<file path="src/rtl/vga_pkg.sv">
// rtl/vga_pkg.sv - default 640x480@60 timing, RGB bit indices and the shared counter type
package vga_pkg;

  localparam int H_ACTIVE_DEF = 640;
  localparam int H_FP_DEF     = 16;
  localparam int H_SYNC_DEF   = 96;
  localparam int H_BP_DEF     = 48;
  localparam int V_ACTIVE_DEF = 480;
  localparam int V_FP_DEF     = 10;
  localparam int V_SYNC_DEF   = 2;
  localparam int V_BP_DEF     = 33;
  localparam int SPR_W_DEF    = 64;
  localparam int SPR_H_DEF    = 48;
  localparam int COLOR_W_DEF  = 4;
  localparam int PIX_DIV_DEF  = 2;

  localparam int RGB_R = 0;
  localparam int RGB_G = 1;
  localparam int RGB_B = 2;

  // 11 bits so that position + sprite size never wraps
  typedef logic [10:0] vga_cnt_t;

endpackage

</file>
<file path="src/rtl/vga_sprite_ctrl_if.sv">
// rtl/vga_sprite_ctrl_if.sv - sprite position/memory and video pin bundle; hflip only with VGA_SPRITE_HFLIP_EN
interface vga_sprite_ctrl_if #(
  parameter int SPR_W   = 64,
  parameter int SPR_H   = 48,
  parameter int COLOR_W = 4
);
  localparam int AW = (SPR_H > 1) ? $clog2(SPR_H) : 1;

  logic [9:0]         sprite_x;
  logic [9:0]         sprite_y;
  logic [2:0]         rgb;
`ifdef VGA_SPRITE_HFLIP_EN
  logic               hflip;
`endif
  logic [AW-1:0]      readaddress;
  logic [SPR_W-1:0]   readata;
  logic               hsync;
  logic               vsync;
  logic [COLOR_W-1:0] red;
  logic [COLOR_W-1:0] green;
  logic [COLOR_W-1:0] blue;
  logic               active;
  logic               frame_start;

  modport master (
`ifdef VGA_SPRITE_HFLIP_EN
    input  hflip,
`endif
    input  sprite_x, sprite_y, rgb, readata,
    output readaddress, hsync, vsync, red, green, blue, active, frame_start
  );

  modport slave (
`ifdef VGA_SPRITE_HFLIP_EN
    output hflip,
`endif
    output sprite_x, sprite_y, rgb, readata,
    input  readaddress, hsync, vsync, red, green, blue, active, frame_start
  );

endinterface

</file>
<file path="src/rtl/vga_timing.sv">
// rtl/vga_timing.sv - pixel divider, h/v counters, raw sync/active and line/frame end strobes
module vga_timing
  import vga_pkg::*;
#(
  parameter int H_ACTIVE = H_ACTIVE_DEF,
  parameter int H_FP     = H_FP_DEF,
  parameter int H_SYNC   = H_SYNC_DEF,
  parameter int H_BP     = H_BP_DEF,
  parameter int V_ACTIVE = V_ACTIVE_DEF,
  parameter int V_FP     = V_FP_DEF,
  parameter int V_SYNC   = V_SYNC_DEF,
  parameter int V_BP     = V_BP_DEF,
  parameter int PIX_DIV  = PIX_DIV_DEF
) (
  input  logic     clk,
  input  logic     rst,
  output logic     pix_en_o,
  output vga_cnt_t h_o,
  output vga_cnt_t v_o,
  output logic     hsync_o,
  output logic     vsync_o,
  output logic     active_o,
  output logic     line_end_o,
  output logic     frame_end_o
);
  localparam int H_TOTAL = H_ACTIVE + H_FP + H_SYNC + H_BP;
  localparam int V_TOTAL = V_ACTIVE + V_FP + V_SYNC + V_BP;
  localparam int DIV_W   = (PIX_DIV > 1) ? $clog2(PIX_DIV) : 1;

  logic [DIV_W-1:0] div_q, div_d;
  vga_cnt_t         h_q, h_d, v_q, v_d;

  // With PIX_DIV=1 the divider never leaves 0, so pix_en is constantly high
  assign pix_en_o    = (div_q == '0);
  assign line_end_o  = pix_en_o && (h_q == vga_cnt_t'(H_TOTAL - 1));
  assign frame_end_o = line_end_o && (v_q == vga_cnt_t'(V_TOTAL - 1));

  always_comb begin
    div_d = (div_q == DIV_W'(PIX_DIV - 1)) ? '0 : div_q + 1'b1;
    h_d   = h_q;
    v_d   = v_q;
    if (pix_en_o) begin
      if (line_end_o) begin
        h_d = '0;
        v_d = frame_end_o ? '0 : v_q + 1'b1;
      end else begin
        h_d = h_q + 1'b1;
      end
    end
  end

  always_ff @(posedge clk or posedge rst) begin
    if (rst) begin
      div_q <= '0;
      h_q   <= '0;
      v_q   <= '0;
    end else begin
      div_q <= div_d;
      h_q   <= h_d;
      v_q   <= v_d;
    end
  end

  assign h_o      = h_q;
  assign v_o      = v_q;
  assign hsync_o  = !((h_q >= vga_cnt_t'(H_ACTIVE + H_FP)) &&
                      (h_q <  vga_cnt_t'(H_ACTIVE + H_FP + H_SYNC)));
  assign vsync_o  = !((v_q >= vga_cnt_t'(V_ACTIVE + V_FP)) &&
                      (v_q <  vga_cnt_t'(V_ACTIVE + V_FP + V_SYNC)));
  assign active_o = (h_q < vga_cnt_t'(H_ACTIVE)) && (v_q < vga_cnt_t'(V_ACTIVE));

endmodule

</file>
<file path="src/rtl/vga_sprite_ctrl.sv">
// rtl/vga_sprite_ctrl.sv - VGA timing plus single-sprite renderer with per-frame position latch
// Optional horizontal mirroring when VGA_SPRITE_HFLIP_EN is defined.
module vga_sprite_ctrl
  import vga_pkg::*;
#(
  parameter int H_ACTIVE = H_ACTIVE_DEF,
  parameter int H_FP     = H_FP_DEF,
  parameter int H_SYNC   = H_SYNC_DEF,
  parameter int H_BP     = H_BP_DEF,
  parameter int V_ACTIVE = V_ACTIVE_DEF,
  parameter int V_FP     = V_FP_DEF,
  parameter int V_SYNC   = V_SYNC_DEF,
  parameter int V_BP     = V_BP_DEF,
  parameter int SPR_W    = SPR_W_DEF,
  parameter int SPR_H    = SPR_H_DEF,
  parameter int COLOR_W  = COLOR_W_DEF,
  parameter int PIX_DIV  = PIX_DIV_DEF
) (
  input  logic              clk,
  input  logic              rst,
  vga_sprite_ctrl_if.master bus
);
  localparam int AW = (SPR_H > 1) ? $clog2(SPR_H) : 1;
  localparam int XW = (SPR_W > 1) ? $clog2(SPR_W) : 1;

  logic     pix_en, line_end, frame_end;
  logic     hsync_raw, vsync_raw, active_raw;
  vga_cnt_t h_cnt, v_cnt;

  vga_timing #(
    .H_ACTIVE(H_ACTIVE), .H_FP(H_FP), .H_SYNC(H_SYNC), .H_BP(H_BP),
    .V_ACTIVE(V_ACTIVE), .V_FP(V_FP), .V_SYNC(V_SYNC), .V_BP(V_BP),
    .PIX_DIV(PIX_DIV)
  ) u_timing (
    .clk         (clk),
    .rst         (rst),
    .pix_en_o    (pix_en),
    .h_o         (h_cnt),
    .v_o         (v_cnt),
    .hsync_o     (hsync_raw),
    .vsync_o     (vsync_raw),
    .active_o    (active_raw),
    .line_end_o  (line_end),
    .frame_end_o (frame_end)
  );

  vga_cnt_t           pos_x_q, pos_y_q, pos_y_n, next_v;
  logic [AW-1:0]      raddr_q, raddr_d;
  logic [XW-1:0]      col;
  logic               in_x, in_y, sprite_px;
  logic               hsync_q, vsync_q, active_q, frame_start_q;
  logic [COLOR_W-1:0] red_q, green_q, blue_q;
`ifdef VGA_SPRITE_HFLIP_EN
  logic               hflip_q;
`endif

  // Address for the upcoming line; on the frame-end tick that line belongs to the new position
  always_comb begin
    next_v  = frame_end ? '0 : v_cnt + 11'd1;
    pos_y_n = frame_end ? {1'b0, bus.sprite_y} : pos_y_q;
    raddr_d = raddr_q;
    if (line_end) begin
      raddr_d = '0;
      if ((next_v < vga_cnt_t'(V_ACTIVE)) && (next_v >= pos_y_n) &&
          (next_v < pos_y_n + vga_cnt_t'(SPR_H)))
        raddr_d = AW'(next_v - pos_y_n);
    end
  end

  always_comb begin
    in_x = (h_cnt >= pos_x_q) && (h_cnt < pos_x_q + vga_cnt_t'(SPR_W));
    in_y = (v_cnt >= pos_y_q) && (v_cnt < pos_y_q + vga_cnt_t'(SPR_H));
`ifdef VGA_SPRITE_HFLIP_EN
    col  = hflip_q ? XW'(SPR_W - 1) - XW'(h_cnt - pos_x_q) : XW'(h_cnt - pos_x_q);
`else
    col  = XW'(h_cnt - pos_x_q);
`endif
    sprite_px = active_raw && in_x && in_y && bus.readata[col];
  end

  always_ff @(posedge clk or posedge rst) begin
    if (rst) begin
      pos_x_q <= '0;
      pos_y_q <= '0;
    end else if (frame_end) begin
      pos_x_q <= {1'b0, bus.sprite_x};
      pos_y_q <= pos_y_n;
    end
  end

`ifdef VGA_SPRITE_HFLIP_EN
  always_ff @(posedge clk or posedge rst) begin
    if (rst)            hflip_q <= 1'b0;
    else if (frame_end) hflip_q <= bus.hflip;
  end
`endif

  always_ff @(posedge clk or posedge rst) begin
    if (rst) begin
      hsync_q       <= 1'b1;
      vsync_q       <= 1'b1;
      active_q      <= 1'b0;
      red_q         <= '0;
      green_q       <= '0;
      blue_q        <= '0;
      frame_start_q <= 1'b0;
      raddr_q       <= '0;
    end else begin
      raddr_q       <= raddr_d;
      frame_start_q <= pix_en && (h_cnt == '0) && (v_cnt == '0);
      if (pix_en) begin
        hsync_q  <= hsync_raw;
        vsync_q  <= vsync_raw;
        active_q <= active_raw;
        red_q    <= {COLOR_W{sprite_px & bus.rgb[RGB_R]}};
        green_q  <= {COLOR_W{sprite_px & bus.rgb[RGB_G]}};
        blue_q   <= {COLOR_W{sprite_px & bus.rgb[RGB_B]}};
      end
    end
  end

  assign bus.hsync       = hsync_q;
  assign bus.vsync       = vsync_q;
  assign bus.active      = active_q;
  assign bus.red         = red_q;
  assign bus.green       = green_q;
  assign bus.blue        = blue_q;
  assign bus.frame_start = frame_start_q;
  assign bus.readaddress = raddr_q;

endmodule

</file>
<file path="src/flat_wrapper.sv">
// flat-port wrapper written by rule: the top's interface ports become plain ports
module vga_sprite_ctrl_flat import vga_pkg::*;
#(
  parameter int H_ACTIVE = H_ACTIVE_DEF,
  parameter int H_FP     = H_FP_DEF,
  parameter int H_SYNC   = H_SYNC_DEF,
  parameter int H_BP     = H_BP_DEF,
  parameter int V_ACTIVE = V_ACTIVE_DEF,
  parameter int V_FP     = V_FP_DEF,
  parameter int V_SYNC   = V_SYNC_DEF,
  parameter int V_BP     = V_BP_DEF,
  parameter int SPR_W    = SPR_W_DEF,
  parameter int SPR_H    = SPR_H_DEF,
  parameter int COLOR_W  = COLOR_W_DEF,
  parameter int PIX_DIV  = PIX_DIV_DEF
)
  (clk, rst, bus_sprite_x, bus_sprite_y, bus_rgb, bus_readata, bus_readaddress, bus_hsync, bus_vsync, bus_red, bus_green, bus_blue, bus_active, bus_frame_start);
  vga_sprite_ctrl_if #(.SPR_W(SPR_W), .SPR_H(SPR_H), .COLOR_W(COLOR_W)) bus_i ();
  input  logic clk;
  input  logic rst;
  input wire logic [$bits(bus_i.sprite_x)-1:0] bus_sprite_x;
  input wire logic [$bits(bus_i.sprite_y)-1:0] bus_sprite_y;
  input wire logic [$bits(bus_i.rgb)-1:0] bus_rgb;
  input wire logic [$bits(bus_i.readata)-1:0] bus_readata;
  output wire logic [$bits(bus_i.readaddress)-1:0] bus_readaddress;
  output wire logic [$bits(bus_i.hsync)-1:0] bus_hsync;
  output wire logic [$bits(bus_i.vsync)-1:0] bus_vsync;
  output wire logic [$bits(bus_i.red)-1:0] bus_red;
  output wire logic [$bits(bus_i.green)-1:0] bus_green;
  output wire logic [$bits(bus_i.blue)-1:0] bus_blue;
  output wire logic [$bits(bus_i.active)-1:0] bus_active;
  output wire logic [$bits(bus_i.frame_start)-1:0] bus_frame_start;
  assign bus_i.sprite_x = bus_sprite_x;
  assign bus_i.sprite_y = bus_sprite_y;
  assign bus_i.rgb = bus_rgb;
  assign bus_i.readata = bus_readata;
  assign bus_readaddress = bus_i.readaddress;
  assign bus_hsync = bus_i.hsync;
  assign bus_vsync = bus_i.vsync;
  assign bus_red = bus_i.red;
  assign bus_green = bus_i.green;
  assign bus_blue = bus_i.blue;
  assign bus_active = bus_i.active;
  assign bus_frame_start = bus_i.frame_start;
  vga_sprite_ctrl #(.H_ACTIVE(H_ACTIVE), .H_FP(H_FP), .H_SYNC(H_SYNC), .H_BP(H_BP), .V_ACTIVE(V_ACTIVE), .V_FP(V_FP), .V_SYNC(V_SYNC), .V_BP(V_BP), .SPR_W(SPR_W), .SPR_H(SPR_H), .COLOR_W(COLOR_W), .PIX_DIV(PIX_DIV)) u_core (.clk(clk), .rst(rst), .bus(bus_i));
endmodule
</file>
<file path="config.mk">
export PLATFORM = sky130hd
export DESIGN_NAME = vga_sprite_ctrl_flat
export DESIGN_NICKNAME = d
export VERILOG_FILES = /design/src/rtl/vga_pkg.sv /design/src/rtl/vga_sprite_ctrl_if.sv /design/src/rtl/vga_timing.sv /design/src/rtl/vga_sprite_ctrl.sv /design/src/flat_wrapper.sv
export SDC_FILE = /design/constraint.sdc
export NUM_CORES = 1
export LEC_CHECK = 0
export BUFFER_PORTS_ARGS = -buffer_cell sky130_fd_sc_hd__buf_2
export CAP_MARGIN = 0
export CORE_AREA = 5 5 95 119
export DETAILED_ROUTE_END_ITERATION = 8
export DIE_AREA = 0 0 100 124
export PLACE_DENSITY = 0.82
export SYNTH_ARGS = -nofsm -noshare
export SYNTH_HDL_FRONTEND = slang
export SYNTH_SLANG_ARGS = --single-unit
</file>
<file path="constraint.sdc">
create_clock -name clk -period 3.6 [get_ports clk]
set_input_delay 0.18 -clock clk [delete_from_list [all_inputs] [get_ports clk]]
set_output_delay 0.18 -clock clk [all_outputs]
set_load 0.005 [all_outputs]
</file>
Yosys cells after proc, flatten, opt, wreduce, memory -nomap -nowiden
Cells that the tools add are included.
{"block": "classes", "add_sub_neg": 8, "n_lt_le_gt_ge": 14, "n_eq_ne": 2, "n_mux": 7, "n_bitwise": 4, "n_reduce_logical": 19}
{"operator": "11-bit < comparator", "n": 3}
{"operator": "11-bit by 9-bit < comparator with 1-bit output (second input constant)", "n": 3}
{"operator": "11-bit two-way mux", "n": 3}
{"operator": "11-bit by 1-bit adder with 11-bit output (second input constant)", "n": 2}
{"operator": "11-bit by 6-bit adder with 11-bit output (second input constant)", "n": 2}
{"operator": "11-bit by 10-bit equality test with 1-bit output (second input constant)", "n": 2}
{"operator": "11-bit >= comparator", "n": 2}
{"operator": "11-bit zero test", "n": 2}
{"operator": "11-bit by 10-bit < comparator with 1-bit output (second input constant)", "n": 2}
{"operator": "1-bit logical AND", "n": 14}
{"operator": "6-bit subtractor", "n": 2}
{"operator": "10-bit by 7-bit adder with 11-bit output (second input constant)", "n": 1}
{"operator": "11-bit by 10-bit >= comparator with 1-bit output", "n": 1}
{"operator": "11-bit by 10-bit >= comparator with 1-bit output (second input constant)", "n": 1}
{"operator": "11-bit by 9-bit >= comparator with 1-bit output (second input constant)", "n": 1}
{"operator": "6-bit by 7-bit < comparator with 1-bit output (second input constant)", "n": 1}
{"operator": "1-bit binary-select mux with 6-bit select", "n": 1}
{"operator": "6-bit two-way mux", "n": 1}
{"operator": "1-bit AND", "n": 3}
{"operator": "1-bit zero test", "n": 2}
{"operator": "1-bit two-way mux", "n": 2}
{"operator": "2-bit AND reduction", "n": 1}
{"operator": "1-bit adder (second input constant)", "n": 1}
{"operator": "1-bit inverter", "n": 1}
{"block": "totals", "reg_bits": 57, "input_bits": 89, "out_inout_bits": 22, "wordCells": 67}

Logic depth before layout (Yosys ltp)
{"block": "logic_depth", "depth_word": 8, "depth_mapped": 19, "ltp_nobuf": 17}

Hierarchy
Synthesis repeated with hierarchy kept, for this count alone.
{"block": "unflattened", "cells_unflattened": 558, "hier_area_um2": 5109.9}
{"module": "vga_sprite_ctrl", "n_inst": 1, "cells_per_inst": 435, "area_per_inst_um2": 3861.2, "seq_area_each_um2": 853.3}
{"module": "vga_timing", "n_inst": 1, "cells_per_inst": 123, "area_per_inst_um2": 1248.7, "seq_area_each_um2": 575.6}

Worst setup path after synthesis
Ideal clock, no wire load.
{"block": "synth_timing", "kind": "register to register", "startpoint": "reg u_core.u_timing.v_q[0], in the netlist u_core.u_timing.v_o[0]", "endpoint": "reg u_core.raddr_q[2], in the netlist u_core.bus.readaddress[2]", "setup_time_ns": 0.128, "t_arrival_ns": 3.641, "required_ns": 3.472, "slack_ns": -0.169, "path_stages_with_launch": 19, "path_buffers": 3, "period_less_slack_ns": 3.769, "path_cell_list": "dfrtp_1 -> inv_1 -> ha_1 -> nor4b_1 -> nand2_1 -> nor3_4 -> buf_2 -> buf_2 -> clkbuf_1 -> nor2_1 -> ha_1 -> a21o_1 -> a211oi_1 -> o21ai_0 -> a21oi_1 -> o21ai_0 -> a2111oi_0 -> a31o_2 -> o31ai_1"}
{"block": "synth_between", "elab_chain_len": 7, "word_cells_on_any_way": 13, "cone_classes": "3 x add/sub; 3 x order compare; 1 x eq/ne; 3 x mux; 3 x reduce/logical"}
{"item": "from (decl)", "line_no": "vga_timing.sv:31", "text": "vga_cnt_t h_q, h_d, v_q, v_d;"}
{"item": "from (signal assigned)", "line_no": "vga_timing.sv:60", "text": "v_q <= v_d;"}
{"item": "branches (longest 2 deep; another with 11-bit by 1-bit adder with 11-bit output)"}
{"item": "11-bit two-way mux (*)", "line_no": "vga_sprite_ctrl.sv:59", "text": "next_v = frame_end ? '0 : v_cnt + 11'd1;"}
{"item": "net u_core.next_v[3]", "line_no": "vga_sprite_ctrl.sv:47", "text": "vga_cnt_t pos_x_q, pos_y_q, pos_y_n, next_v;"}
{"item": "11-bit by 9-bit < comparator with 1-bit output or 11-bit >= comparator (tied branches)", "line_no": "vga_sprite_ctrl.sv:64", "text": "if ((next_v < vga_cnt_t'(V_ACTIVE)) && (next_v >= pos_y_n) &&"}
{"item": "1-bit logical AND", "line_no": "vga_sprite_ctrl.sv:64"}
{"item": "1-bit logical AND (*)", "line_no": "vga_sprite_ctrl.sv:64"}
{"item": "6-bit two-way mux (*)", "line_no": "vga_sprite_ctrl.sv:64"}
{"item": "to (signal assigned)", "line_no": "vga_sprite_ctrl.sv:109", "text": "raddr_q <= raddr_d;"}
{"item": "to (decl)", "line_no": "vga_sprite_ctrl.sv:48", "text": "logic [AW-1:0] raddr_q, raddr_d;"}
Mark *: on every way through the listed nets, which the timed path passes.
A chain may end at the register's enable or synchronous reset.

Worst setup path in the final report
{"block": "layout_timing", "startpoint": "reg u_core.u_timing.v_q[0], in the netlist u_core.u_timing.v_o[0]", "endpoint": "reg u_core.raddr_q[4], in the netlist u_core.bus.readaddress[4]"}
{"block": "layout_between", "elab_chain_len": 7, "word_cells_on_any_way": 13, "cone_classes": "3 x add/sub; 3 x order compare; 1 x eq/ne; 3 x mux; 3 x reduce/logical"}
{"item": "11-bit by 10-bit equality test with 1-bit output", "line_no": "vga_timing.sv:36", "text": "assign frame_end_o = line_end_o && (v_q == vga_cnt_t'(V_TOTAL - 1));"}
{"item": "1-bit logical AND", "line_no": "vga_timing.sv:36"}
{"item": "11-bit two-way mux (on tied branches)", "line_no": "vga_sprite_ctrl.sv:60, vga_sprite_ctrl.sv:59"}
{"item": "11-bit by 6-bit adder with 11-bit output (tied with other cells)", "line_no": "vga_sprite_ctrl.sv:65", "text": "(next_v < pos_y_n + vga_cnt_t'(SPR_H)))"}
{"item": "11-bit < comparator or 1-bit logical AND (tied branches)", "line_no": "vga_sprite_ctrl.sv:65, vga_sprite_ctrl.sv:64"}
{"item": "1-bit logical AND", "line_no": "vga_sprite_ctrl.sv:64"}
{"item": "6-bit two-way mux (*)", "line_no": "vga_sprite_ctrl.sv:64"}
Every way passes the cells marked *; elsewhere a longest branch is shown, timed or not.

==> impl_metrics.yaml <==
clocking:
  root_buffer: "clkbuf_16"
  cts_buffers: 9
  clock_latency_ps: 330
  cts_tree: "yes"
  h-tree-depth: 3
  cts_sinks: 57
  clk_pin_slew_ps: 50
  clockBufferDepth: 2
detailed_routing:
  drt_iter0_drc: 266
  dr_total_vias: 4583
  routedWlPerCell_um: 17.9
  drt_first_pass_iters: 5
  finalWirelength_um: 14100
  final_antenna_net_count: 0
  drc: 0
  vias_per_cell: 5.82
worst_setup_path:
  reg2reg_slack_ps: 90
  worstPathRequired_ps: 3840
  criticalPathCategory: "reg2reg"
  crit_path_max_incr_delay_ps: 380
  end_kind: "flip-flop"
  cp_slowest_cell: "dfrtp_1"
  path_cells: "inv_1 -> ha_1 -> nor4b_4 -> nand2_2 -> nor3_4 -> buf_12 -> mux2i_2 -> buf_4 -> inv_1 -> xnor2_2 -> ha_1 -> a211oi_1 -> o21ai_0 -> o2111ai_1 -> nand2_1 -> a31o_4 -> o31ai_2"
  crit_arrival_ps: 3750
  worst-r2r-cell-count: 17
  r2r_start: "u_core.u_timing.v_o[0]"
  r2r-end: "u_core.bus.readaddress[4]"
  crit_fanout: 8
  start_kind: "flip-flop"
  cp-startpoint: "u_core.u_timing.v_o[0]"
outcome:
  outcome: "finished, final reports clean"
synth:
  yosysWarnings: 0
  synth-seq-cells: 57
  syn_inst: 519
  syn_nets: 667
  yosysSeqAreaShare_pct: 29.4
  syn_area_sq_um: 4860
  synth_cell_types: 55
  synthFlopType: "dfrtp_1"
  synth_area_per_cell_sq_um: 9.36
  synth_edf_count: 0
  async_flop_share_pct: 100
floorplanning:
  die_w_um: 100
  start_util_pct: 48.6
  num_rows: 41
  core-area_sq_um: 10000
  io_pins: 111
  die_area_sq_um: 12400
  die_h_um: 124
sta:
  drv_slew: 0
  slew_headroom_pct: 34.6
  finalHoldViolations: 0
  setup_violations: 0
  hold_slack_ps: 51.7
  post-route-min-period_ps: 3510
  final.setup_skew_ps: 6.79
  setup_ws_ps: 87.2
  timing.final.crit_share_pct: 97.6
  tightest_slew_ps: 978
  max_freq_mhz: 285
power_and_ir_drop:
  p_per_area_nw_per_um2: 253
  power.leakage_nw: 3.05
  peakVddDrop_v: 0.000252
min_path:
  hold_depth: 3
  min_to: "u_core.pos_x_q[6]"
  min-delay-start: "bus_sprite_x[6]"
  hold_class: "in2reg"
global_routing:
  grt_pass1_vias: 4667
  grt_pass1_wl_um: 21300
  grt_max_degree: 33
  antenna_found_initial: 0
  grt_usage_pct: 21.7
  grt_overflow: 0
finish:
  final_common_cell: "buf_2"
  most-common-layout-cells: "buf_2, ha_1, dfrtp_1"
  drive_gt1_share_pct: 31.5
  areaGrowthSynthToFinish_pct: 27.1
  diodes: 0
  nNetsFinal: 801
place:
  io_buffers: 110
  gp_congestion: 0.890
  place_ws_ps: -89.0
  hpwl_um: 10500
run:
  drv_cap: 0
## synth_stat cells, drive strengths merged, types with 7 or more instances
library cell  number  area (sq um)
nor3               9          61.3
o21a               8          60.1
ha                57           713
nand4              8          56.3
o21ai             36           180
xor2              13           114
inv               46           173
dfrtp             55          1380
a21oi             20           100
mux4              16           360
a21o               9          67.6
nand2b             7          43.8
o31ai             13          97.6
nand3             15          75.1
nand2             48           180
mux2i             15           150
buf               16           100
clkbuf            12          45.0
xnor2             26           228
nor2              25          93.8
## routing by layer
| metal | vias up | GRT usage [%] | share of wire, % |
|---|---|---|---|
| met5 | - | 0 | 0 |
| met4 | 0 | 9.44 | 3.5 |
| met3 | 42 | 5.04 | 8.6 |
| met2 | 216 | 41.2 | 52 |
| met1 | 2211 | 22.7 | 36 |
| li1 | 2114 | - | - |
## cell families (layout without fill, tap and decap cells)
| kind of cell | count (synthesis) | after routing | share of synthesized area (%) |
|---|---|---|---|
| XOR/XNOR | 39 | 39 | 7.03 |
| AO/OA/AOI/OAI | 109 | 109 | 14.3 |
| AND/OR/NAND/NOR | 143 | 143 | 15.2 |
| adder cells (fa/ha/maj) | 59 | 59 | 15.5 |
| multiplexers | 37 | 37 | 12.0 |
| flip-flops | 57 | 57 | 29.4 |
| buffers and inverters | 75 | 214 | 6.62 |
## registers in the layout (all words and copies together), names as in the netlist
register,count
u_core.bus.vsync,1
u_core.u_timing.div_q,1
u_core.pos_y_q,11
u_core.bus.green,1
u_core.bus.active,1
u_core.u_timing.v_o,11
u_core.pos_x_q,10
u_core.bus.readaddress,6
u_core.bus.hsync,1
u_core.bus.red,1
u_core.u_timing.h_o,11
u_core.bus.blue,1
u_core.bus.frame_start,1
## layout make-up
cell class              instances  area (sq um)
repair buffers                151           912
fillers                       839          3830
inverters                      47           176
flip-flops and latches         57          1430
multi-input cells             387          3200
clock buffers                  11           233
clock inverters                 5          56.3
well taps                     129           161
## through the flow
stage	TNS (ps)	total power [mW]	cells	area, sq um	util [%]
after detailed placement	-296	0.739	762	5680	56.7
after floorplan	0	0.681	519	4860	-
final	0	1.56	787	6170	61.7
after global placement	0	0.736	762	5680	56.7
after global routing	-787	1.61	787	6170	61.7
after CTS	0	1.57	780	5980	59.8
## where the power goes
group | switching, mW | internal, mW
sequential | 0 | 0.642
clock | 0.300 | 0.534
combinational | 0.0368 | 0.0501
total | 0.337 | 1.23
## critical path: cells and delay by family (launching register included)
kind,cells,cell delay (ps)
AOI/OAI and AO/OA,5,1030
and+or+nand+nor,4,680
buffers and inverters,4,470
adders and majority gates,2,430
DFF,1,380
muxes,1,240
xor gates and xnor gates,1,190
## worst max-delay path by stage
stage | endpoint | cells past startpoint | slack, ps
after floorplan | u_core.bus.readaddress[2] | 18 | 0.4
after global placement | u_core.bus.readaddress[2] | 15 | 120
after detailed placement | u_core.bus.readaddress[2] | 15 | -90
after CTS | u_core.bus.readaddress[2] | 16 | 30
after global routing | u_core.bus.readaddress[4] | 18 | -140
final | u_core.bus.readaddress[4] | 17 | 90
## repair_timing
item                       CTS  global route
gates resized for setup      1            20
setup endpoints to repair    6             6
setup buffers                1             5
pin swaps                    1             5
hold buffers                 1             0
gates cloned                 0             2
hold endpoints to repair    29             0
(Power assumes the default switching activity.)
